`src/rtl/dcache_wb_buffer.sv`:
```
// Write-back buffer: queues dirty lines evicted by the data cache and drains them to memory
// over a req/ack handshake. A combinational lookup port exposes queued lines to the refill
// path. A write to a line that is queued but not yet in flight is merged into that entry.
module dcache_wb_buffer #(
    parameter int unsigned DEPTH  = 4,
    parameter int unsigned ADDR_W = 32,
    parameter int unsigned LINE_W = 128
) (
    input  logic              clk,
    input  logic              rst_n,
    input  logic              wb_req_i,
    input  logic [ADDR_W-1:0] wb_addr_i,
    input  logic [LINE_W-1:0] wb_data_i,
    output logic              wb_ack_o,
    input  logic [ADDR_W-1:0] lkup_addr_i,
    output logic              lkup_hit_o,
    output logic [LINE_W-1:0] lkup_data_o,
    output logic              mem_req_o,
    output logic [ADDR_W-1:0] mem_addr_o,
    output logic [LINE_W-1:0] mem_data_o,
    input  logic              mem_ack_i,
    output logic              empty_o,
    output logic              full_o
);
    localparam int unsigned PTR_W = $clog2(DEPTH);
    localparam int unsigned TAG_W = ADDR_W - 4;
    localparam logic [PTR_W:0] FULL_CNT = (PTR_W + 1)'(DEPTH);

    typedef enum logic {StIdle, StReq} state_e;

    state_e            state_q, state_d;
    logic [DEPTH-1:0]  valid_q;
    logic [TAG_W-1:0]  tag_q  [DEPTH];
    logic [LINE_W-1:0] data_q [DEPTH];
    logic [PTR_W-1:0]  head_q, tail_q;
    logic [PTR_W:0]    count_q;

    logic [TAG_W-1:0]  wb_tag, lk_tag;
    logic              coal_hit, lk_hit;
    logic [PTR_W-1:0]  coal_idx, lk_idx;
    logic              is_full, enq, pop, in_flight;
    logic              unused_addr_bits;

    assign wb_tag    = wb_addr_i[ADDR_W-1:4];
    assign lk_tag    = lkup_addr_i[ADDR_W-1:4];
    assign is_full   = (count_q == FULL_CNT);
    assign in_flight = (state_q == StReq);
    assign enq       = wb_req_i && !coal_hit && !is_full;
    assign pop       = in_flight && mem_ack_i;

    // Byte-offset bits are don't-care for a line address.
    assign unused_addr_bits = ^{wb_addr_i[3:0], lkup_addr_i[3:0]};

    // Merge target: any valid match except the head while it is being written to memory.
    always_comb begin
        coal_hit = 1'b0;
        coal_idx = '0;
        for (int unsigned i = 0; i < DEPTH; i++) begin
            if (valid_q[i] && (tag_q[i] == wb_tag) &&
                !(in_flight && (PTR_W'(i) == head_q))) begin
                coal_hit = 1'b1;
                coal_idx = PTR_W'(i);
            end
        end
    end

    // Lookup: a non-head match is always the younger copy, so it wins over the head.
    always_comb begin
        lk_hit = 1'b0;
        lk_idx = head_q;
        for (int unsigned i = 0; i < DEPTH; i++) begin
            if (valid_q[i] && (tag_q[i] == lk_tag) && (PTR_W'(i) != head_q)) begin
                lk_hit = 1'b1;
                lk_idx = PTR_W'(i);
            end
        end
        if (!lk_hit && valid_q[head_q] && (tag_q[head_q] == lk_tag)) begin
            lk_hit = 1'b1;
        end
    end

    // Drain FSM next state: one idle bubble between consecutive memory writes.
    always_comb begin
        state_d = state_q;
        case (state_q)
            StIdle:  if (count_q != '0) state_d = StReq;
            StReq:   if (mem_ack_i) state_d = StIdle;
            default: state_d = StIdle;
        endcase
    end

    // Drain FSM state register.
    always_ff @(posedge clk) begin
        if (!rst_n) state_q <= StIdle;
        else        state_q <= state_d;
    end

    // Entry storage, pointers and occupancy count.
    always_ff @(posedge clk) begin
        if (!rst_n) begin
            valid_q <= '0;
            head_q  <= '0;
            tail_q  <= '0;
            count_q <= '0;
            for (int unsigned i = 0; i < DEPTH; i++) begin
                tag_q[i]  <= '0;
                data_q[i] <= '0;
            end
        end else begin
            if (wb_req_i && coal_hit) begin
                data_q[coal_idx] <= wb_data_i;
            end
            if (enq) begin
                valid_q[tail_q] <= 1'b1;
                tag_q[tail_q]   <= wb_tag;
                data_q[tail_q]  <= wb_data_i;
                tail_q          <= tail_q + 1'b1;
            end
            if (pop) begin
                valid_q[head_q] <= 1'b0;
                head_q          <= head_q + 1'b1;
            end
            case ({enq, pop})
                2'b10:   count_q <= count_q + 1'b1;
                2'b01:   count_q <= count_q - 1'b1;
                default: count_q <= count_q;
            endcase
        end
    end

    // Outputs are forced to their idle values while reset is held.
    assign wb_ack_o    = rst_n && wb_req_i && (coal_hit || !is_full);
    assign lkup_hit_o  = rst_n && lk_hit;
    assign lkup_data_o = (rst_n && lk_hit) ? data_q[lk_idx] : '0;
    assign mem_req_o   = rst_n && in_flight;
    assign mem_addr_o  = rst_n ? {tag_q[head_q], 4'b0000} : '0;
    assign mem_data_o  = rst_n ? data_q[head_q] : '0;
    assign empty_o     = !rst_n || (count_q == '0);
    assign full_o      = rst_n && is_full;

endmodule

```
`config.mk`:
```
export PLATFORM = sky130hd
export DESIGN_NAME = dcache_wb_buffer
export DESIGN_NICKNAME = d
export VERILOG_FILES = /design/src/rtl/dcache_wb_buffer.sv
export SDC_FILE = /design/constraint.sdc
export NUM_CORES = 2
export LEC_CHECK = 0
export ABC_CLOCK_PERIOD_IN_PS = 18600
export BUFFER_PORTS_ARGS = -buffer_cell sky130_fd_sc_hd__buf_4
export CAP_MARGIN = 25
export CORE_UTILIZATION = 50
export CTS_CLUSTER_SIZE = 14
export DETAILED_ROUTE_END_ITERATION = 12
export PLACE_DENSITY = 0.71
export SYNTH_ARGS = -nofsm -noshare
export SYNTH_HDL_FRONTEND = slang
export SYNTH_SLANG_ARGS = --single-unit
```
`constraint.sdc`:
```
create_clock -name clk -period 18.6 [get_ports clk]
set_input_delay 3.72 -clock clk [delete_from_list [all_inputs] [get_ports clk]]
set_output_delay 3.72 -clock clk [all_outputs]
set_load 0.05 [all_outputs]
```
Word level (Yosys, flattened, before mapping)
Memory sizes are Yosys's and may differ from the RTL's. A register that Yosys moved wholly into a read port is not among the register bits.
Index checks and enable logic that the tools add are counted.
{"block": "op_classes", "addsub": 4, "mux": 52, "bitwise": 4, "n_eq_ne": 18, "reduce_logical": 51, "order_cmp": 4}
{"operator": "2-to-1 mux 128 bit", "count": 4}
{"operator": "OR reduction 128 bit", "count": 2}
{"operator": "equality test 28 bit", "count": 9}
{"operator": "logical AND 1 bit", "count": 33}
{"operator": "2-to-1 mux 32 bit", "count": 1}
{"operator": "2-to-1 mux 28 bit", "count": 1}
{"operator": "OR reduction 28 bit", "count": 1}
{"operator": "2-to-1 mux 2 bit", "count": 13}
{"operator": "2-to-1 mux 1 bit", "count": 25}
{"operator": "2-to-1 mux 4 bit", "count": 3}
{"operator": "zero test 1 bit", "count": 8}
{"operator": "less-than comparator 2 x 3 -> 1 bit (second input constant)", "count": 2}
{"operator": "one-hot mux 3 bit (2 select lines)", "count": 1}
{"operator": "adder 2 x 1 -> 2 bit (second input constant)", "count": 2}
{"operator": "bitwise AND 4 bit", "count": 1}
{"operator": "demux 1 bit (select 2 bit)", "count": 2}
{"operator": "equality test 2 bit (first input constant)", "count": 2}
{"operator": "greater-or-equal comparator 2 x 1 -> 1 bit (second input constant)", "count": 2}
{"operator": "inequality test 2 bit (first input constant)", "count": 2}
{"operator": "NOT 4 bit", "count": 1}
{"operator": "bitwise OR 4 bit", "count": 1}
{"operator": "nonzero test 2 bit", "count": 2}
{"operator": "adder 3 x 1 -> 3 bit (second input constant)", "count": 1}
{"operator": "equality test 3 bit (second input constant)", "count": 1}
{"operator": "other kinds (12)", "count": 13}
{"block": "totals", "word_cells": 140, "n_memories": 2, "ram_bits": 624, "regBits": 12}
{"name": "data_q", "words": 4, "width": 128, "rd": 2, "rd_ports_with_merged_regs": 1, "write_ports": 4, "line": "34", "text": "logic [LINE_W-1:0] data_q [DEPTH];"}
{"name": "tag_q", "words": 4, "width": 28, "rd": 5, "rd_ports_with_merged_regs": 1, "write_ports": 4, "line": "33", "text": "logic [TAG_W-1:0] tag_q [DEPTH];"}

Longest topological paths before layout
{"block": "logic_depth", "ltp_word": 16, "ltp_mapped": 16, "mapped_depth_nobuf": 15}

Worst setup path after synthesis
Ideal clock, no wire load.
{"block": "synth_path", "path_kind": "input -> register", "start": "input port wb_addr_i[6]", "end": "memory data_q[2][0] (enable)", "cell_stages": 8, "setup_ps": 792, "slack_ps": 3612, "arrival_time_ps": 14196, "path_cell_list": "buf_6 > xor2_1 > a221o_1 > or4_4 > nor4_4 > o21ai_1 > and3_1 > o21ai_0"}
{"element": "start, declared", "line": "12", "text": "input logic [ADDR_W-1:0] wb_addr_i,"}
{"element": "end, declared", "line": "34"}

Final worst setup path
{"block": "layout_path", "start": "input port lkup_addr_i[10]", "end": "output port lkup_data_o[57]"}
{"block": "layout_via", "elab_chain_cells": 13}
{"element": "start, declared", "line": "15", "text": "input logic [ADDR_W-1:0] lkup_addr_i,"}
{"element": "equality test 28 bit", "line": "72", "text": "if (valid_q[i] && (tag_q[i] == lk_tag) && (PTR_W'(i) != head_q)) begin"}
{"element": "logical AND 1 bit (2 in a row)", "line": "72"}
{"element": "2-to-1 mux 1 bit (4 in a row)", "line": "72"}
{"element": "zero test 1 bit", "line": "77", "text": "if (!lk_hit && valid_q[head_q] && (tag_q[head_q] == lk_tag)) begin"}
{"element": "logical AND 1 bit (2 in a row)", "line": "77"}
{"element": "2-to-1 mux 1 bit", "line": "77"}
{"element": "logical AND 1 bit", "line": "134", "text": "assign lkup_data_o = (rst_n && lk_hit) ? data_q[lk_idx] : '0;"}
{"element": "2-to-1 mux 128 bit (*)", "line": "134"}
{"element": "end, declared", "line": "17", "text": "output logic [LINE_W-1:0] lkup_data_o,"}
Mark *: on every way between the ends. The rest lies on a longest branch, timed or not.

==> reports/summary.json <==
{
  "drt-wirelength-per-cell": {"value": 27.64, "unit": "µm"},
  "dpl.hpwl": {"value": 68360, "unit": "µm"},
  "timing.critical_path.slowest_stage_cell": {"value": "sky130_fd_sc_hd__buf_4"},
  "grt_overflow_total": {"value": 0},
  "root_buffer": {"value": "sky130_fd_sc_hd__clkbuf_16"},
  "growth_of_design_area_from_synthesis_to_finish": {"value": 17.81, "unit": "%"},
  "setup_slack_after_layout": {"value": 6.734, "unit": "ns"},
  "first_pass_grt_wire_length": {"value": 158500, "unit": "µm"},
  "start_util": {"value": 0.5052},
  "synth_seq_cells": {"value": 638},
  "final_layout_size_suffix_gt1_frac": {"value": 0.3514},
  "netlist_top_cells_area": {"value": "sky130_fd_sc_hd__edfxtp_1 52%, sky130_fd_sc_hd__mux4_2 18%, sky130_fd_sc_hd__and2_1 14%, sky130_fd_sc_hd__xnor2_1 3.2%, sky130_fd_sc_hd__xor2_1 3.0%"},
  "clock.fmax": {"value": 84.28, "unit": "MHz"},
  "powerDensity": {"value": 98.79, "unit": "nW/µm²"},
  "setup_viol_count_final": {"value": 0},
  "post-route-period-util": {"value": 0.6379},
  "clock_tree.htree_level_count": {"value": 3},
  "critical_path_startpoint_category": {"value": "input port"},
  "number_of_synthesized_flops_with_an_enable_pin": {"value": 624},
  "synth_sequential_area_ratio": {"value": 0.5275},
  "vias": {"value": 22990},
  "timing_worst_slew_pin_value": {"value": 1.062, "unit": "ns"},
  "yosysWarnings": {"value": 0},
  "multi_input_gate_area_in_the_final_layout": {"value": 15940, "unit": "µm²"},
  "number_of_sinks_driven_by_the_clock_tree": {"value": 638},
  "min_path_type": {"value": "flip-flop to flip-flop"},
  "critical_path_required": {"value": 14.88, "unit": "ns"},
  "post_cts.resized_instances": {"value": 0},
  "timing_worst_setup_path_type": {"value": "input port to output port"},
  "cts_hold_buf": {"value": 0},
  "1st_pass_router_iterations": {"value": 5},
  "antenna_violating_nets_post_route": {"value": 0},
  "critical_path.endpoint_type": {"value": "output port"},
  "worst_ir_drop_vdd": {"value": 82.76, "unit": "µV"},
  "synth_cells": {"value": 2535},
  "critical_path.cell_chain": {"value": "buf_4, xnor2_1, nand4_1, nor4_1, nand2_1, and2_1, o21ai_4, buf_4, buf_4, mux4_2, and2_1, buf_4"},
  "final.setup.tns": {"value": 0, "unit": "ns"},
  "max_capacitance_violation_count": {"value": 0},
  "routed_via_density": {"value": 5.873},
  "synth.avg_cell_area": {"value": 14.22, "unit": "µm²"},
  "synth.lib_cells_used.distinct": {"value": 51},
  "placement.setup.worst_slack": {"value": 6.734, "unit": "ns"},
  "syn_area": {"value": 36050, "unit": "µm²"},
  "cts_setup_buffers": {"value": 0},
  "final-hold-violation-count": {"value": 0},
  "cp_data_arrival_time": {"value": 8.15, "unit": "ns"},
  "routed_wirelength": {"value": 108200, "unit": "µm"},
  "final.setup_skew": {"value": 0.02691, "unit": "ns"},
  "chipWidth": {"value": 270.5, "unit": "µm"},
  "tritoncts.num_buffers": {"value": 72},
  "synth-main-ff-cell": {"value": "sky130_fd_sc_hd__edfxtp_1"},
  "core_area": {"value": 71360, "unit": "µm²"},
  "path_clk_slew": {"value": 0.05, "unit": "ns"},
  "num-nets-final": {"value": 3109},
  "finalCriticalPeriod": {"value": 11.87, "unit": "ns"},
  "leakagePower": {"value": 15.92, "unit": "nW"},
  "timing.critical_path.mode_cell": {"value": "sky130_fd_sc_hd__buf_4"},
  "top_cells_by_instance_count_after_synthesis": {"value": "808 x sky130_fd_sc_hd__and2_1, 624 x sky130_fd_sc_hd__edfxtp_1, 285 x sky130_fd_sc_hd__mux4_2, 131 x sky130_fd_sc_hd__xnor2_1, 124 x sky130_fd_sc_hd__xor2_1"},
  "yosysTopAreaCellShare": {"value": 0.5198},
  "synthArstFlopShare": {"value": 0},
  "worstSkewPairLatency": {"value": 0.62, "unit": "ns"},
  "rows": {"value": 98},
  "finalMaxSlewViolations": {"value": 0},
  "synth_area_leader_cell": {"value": "sky130_fd_sc_hd__edfxtp_1"},
  "most_frequently_used_cell_type_in_the_post_synthesis_netlist": {"value": "sky130_fd_sc_hd__and2_1"},
  "antenna_found_initial": {"value": 11},
  "grt_start_max_net_pins": {"value": 88},
  "remaining_drc_errors": {"value": 0},
  "initialDrtViolationCount": {"value": 2166},
  "grt_setup_unrepaired": {"value": "no"},
  "die_height": {"value": 270.5, "unit": "µm"},
  "finish.utilization": {"value": 0.5952},
  "boundaryPins": {"value": 489},
  "worstPathMaxFanout": {"value": 50},
  "max_slew_headroom": {"value": 0.2922},
  "cts.path.max_buffers": {"value": 3},
  "overall_die_area": {"value": 73180, "unit": "µm²"},
  "first_global_vias": {"value": 23680},
  "max_stage_delay": {"value": 0.89, "unit": "ns"},
  "cts_tree": {"value": "yes"},
  "place_congestion": {"value": 0.9379},
  "seqCellArea": {"value": 19030, "unit": "µm²"},
  "portBuffers": {"value": 476},
  "status": {"value": "finished clean"},
  "global_route.usage.total": {"value": 0.2947},
  "layout.filler_cells": {"value": 5645}
}
-- cells by family after synthesis --
kind of cell,synth area share
AO/OA/AOI/OAI,0.004547
XOR/XNOR,0.06195
adder cells (fa/ha/maj),0.003679
buffers and inverters,0.03311
flip-flops,0.5275
multiplexers,0.1786
other,0.0001040
AND/OR/NAND/NOR,0.1905
-- worst paths after layout --
| kind | from | endpoint | slack [ns] | cells past startpoint |
|---|---|---|---|---|
| worst min register to register | count_q[2] | count_q[2] | 0.57 | 2 |
| worst max-delay path | lkup_addr_i[10] | lkup_data_o[57] | 6.73 | 12 |
| worst max register to register | tag_q[2][18] | data_q[0][47] | 12.74 | 9 |
| worst min-delay path | count_q[2] | count_q[2] | 0.57 | 2 |
-- registers in the layout (all words and copies together), names as in the netlist, named ones only --
name	flops
tag_q	112
valid_q	4
in_flight	1
data_q	512
count_q	3
head_q	2
tail_q	2
-- final cells by class --
class / count / share of cell area
inverter: 10 / 0.0008838
sequential: 638 / 0.4480
clock inverter: 47 / 0.01111
tap: 950 / 0.02799
clock buffer: 84 / 0.04422
multi-input combinational: 1664 / 0.3753
antenna: 5 / 0.0002946
timing repair buffer: 517 / 0.09227
-- worst max-delay path, delay by kind of cell --
family | cells | cell delay (ns)
xor gates and xnor gates | 1 | 0.28
AOI/OAI and AO/OA | 1 | 0.14
and+or+nand+nor | 5 | 1.38
muxes | 1 | 0.60
buffers and inverters | 4 | 1.93
-- layer usage --
layer / up-vias / routed length [µm] / track usage
met4: 10 / 3233 / 0.09352
met2: 938 / 53960 / 0.4887
met5: - / 72 / 0
met3: 166 / 8294 / 0.05911
met1: 11920 / 42660 / 0.3908
li1: 9957 / - / -
-- cell usage in the layout (no fill, tap or decap), types with 3 or more instances in the layout --
| master | count |
|---|---|
| sky130_fd_sc_hd__edfxtp_1 | 624 |
| sky130_fd_sc_hd__o21ai_0 | 5 |
| sky130_fd_sc_hd__clkbuf_16 | 73 |
| sky130_fd_sc_hd__clkinv_2 | 15 |
| sky130_fd_sc_hd__and2_1 | 808 |
| sky130_fd_sc_hd__nand2_1 | 21 |
| sky130_fd_sc_hd__nor2b_1 | 3 |
| sky130_fd_sc_hd__and3_1 | 9 |
| sky130_fd_sc_hd__buf_4 | 514 |
| sky130_fd_sc_hd__bufinv_16 | 7 |
| sky130_fd_sc_hd__nand3_1 | 8 |
| sky130_fd_sc_hd__nor3_1 | 6 |
| sky130_fd_sc_hd__nor4_1 | 30 |
| sky130_fd_sc_hd__conb_1 | 4 |
| sky130_fd_sc_hd__clkinv_1 | 14 |
| sky130_fd_sc_hd__nand4_1 | 45 |
| sky130_fd_sc_hd__clkbuf_1 | 10 |
| sky130_fd_sc_hd__nor4_2 | 3 |
| sky130_fd_sc_hd__mux4_2 | 285 |
| sky130_fd_sc_hd__dfxtp_1 | 12 |
| sky130_fd_sc_hd__clkinvlp_4 | 5 |
| sky130_fd_sc_hd__nor2_1 | 16 |
| sky130_fd_sc_hd__xnor2_1 | 131 |
| sky130_fd_sc_hd__a21oi_1 | 6 |
| sky130_fd_sc_hd__o21ai_4 | 3 |
| sky130_fd_sc_hd__diode_2 | 5 |
| sky130_fd_sc_hd__inv_1 | 10 |
| sky130_fd_sc_hd__and2_2 | 110 |
| sky130_fd_sc_hd__nand2b_2 | 3 |
| sky130_fd_sc_hd__ha_1 | 9 |
| sky130_fd_sc_hd__xor2_1 | 124 |
| sky130_fd_sc_hd__clkinv_8 | 3 |
| sky130_fd_sc_hd__nor3b_1 | 3 |
-- per-stage QoR --
step / hold slack, ns / cell area (µm²) / instances / total power [mW]
2_1_floorplan: 0.4823 / 36060 / 2538 / 2.499
3_3_place_gp: 0.5381 / 40050 / 3776 / 2.777
3_5_place_dp: 0.5476 / 40050 / 3777 / 2.794
4_1_cts: 0.5627 / 42400 / 3908 / 4.215
5_1_grt: 0.5871 / 42470 / 3915 / 4.328
6_report: 0.5663 / 42470 / 3915 / 4.196
-- power by group --
group	total, mW	switching [mW]	internal (mW)
Clock	1.43	0.604	0.826
Sequential	1.80	0.0785	1.72
Combinational	0.968	0.576	0.392
Power figures use the tool's default switching activity.
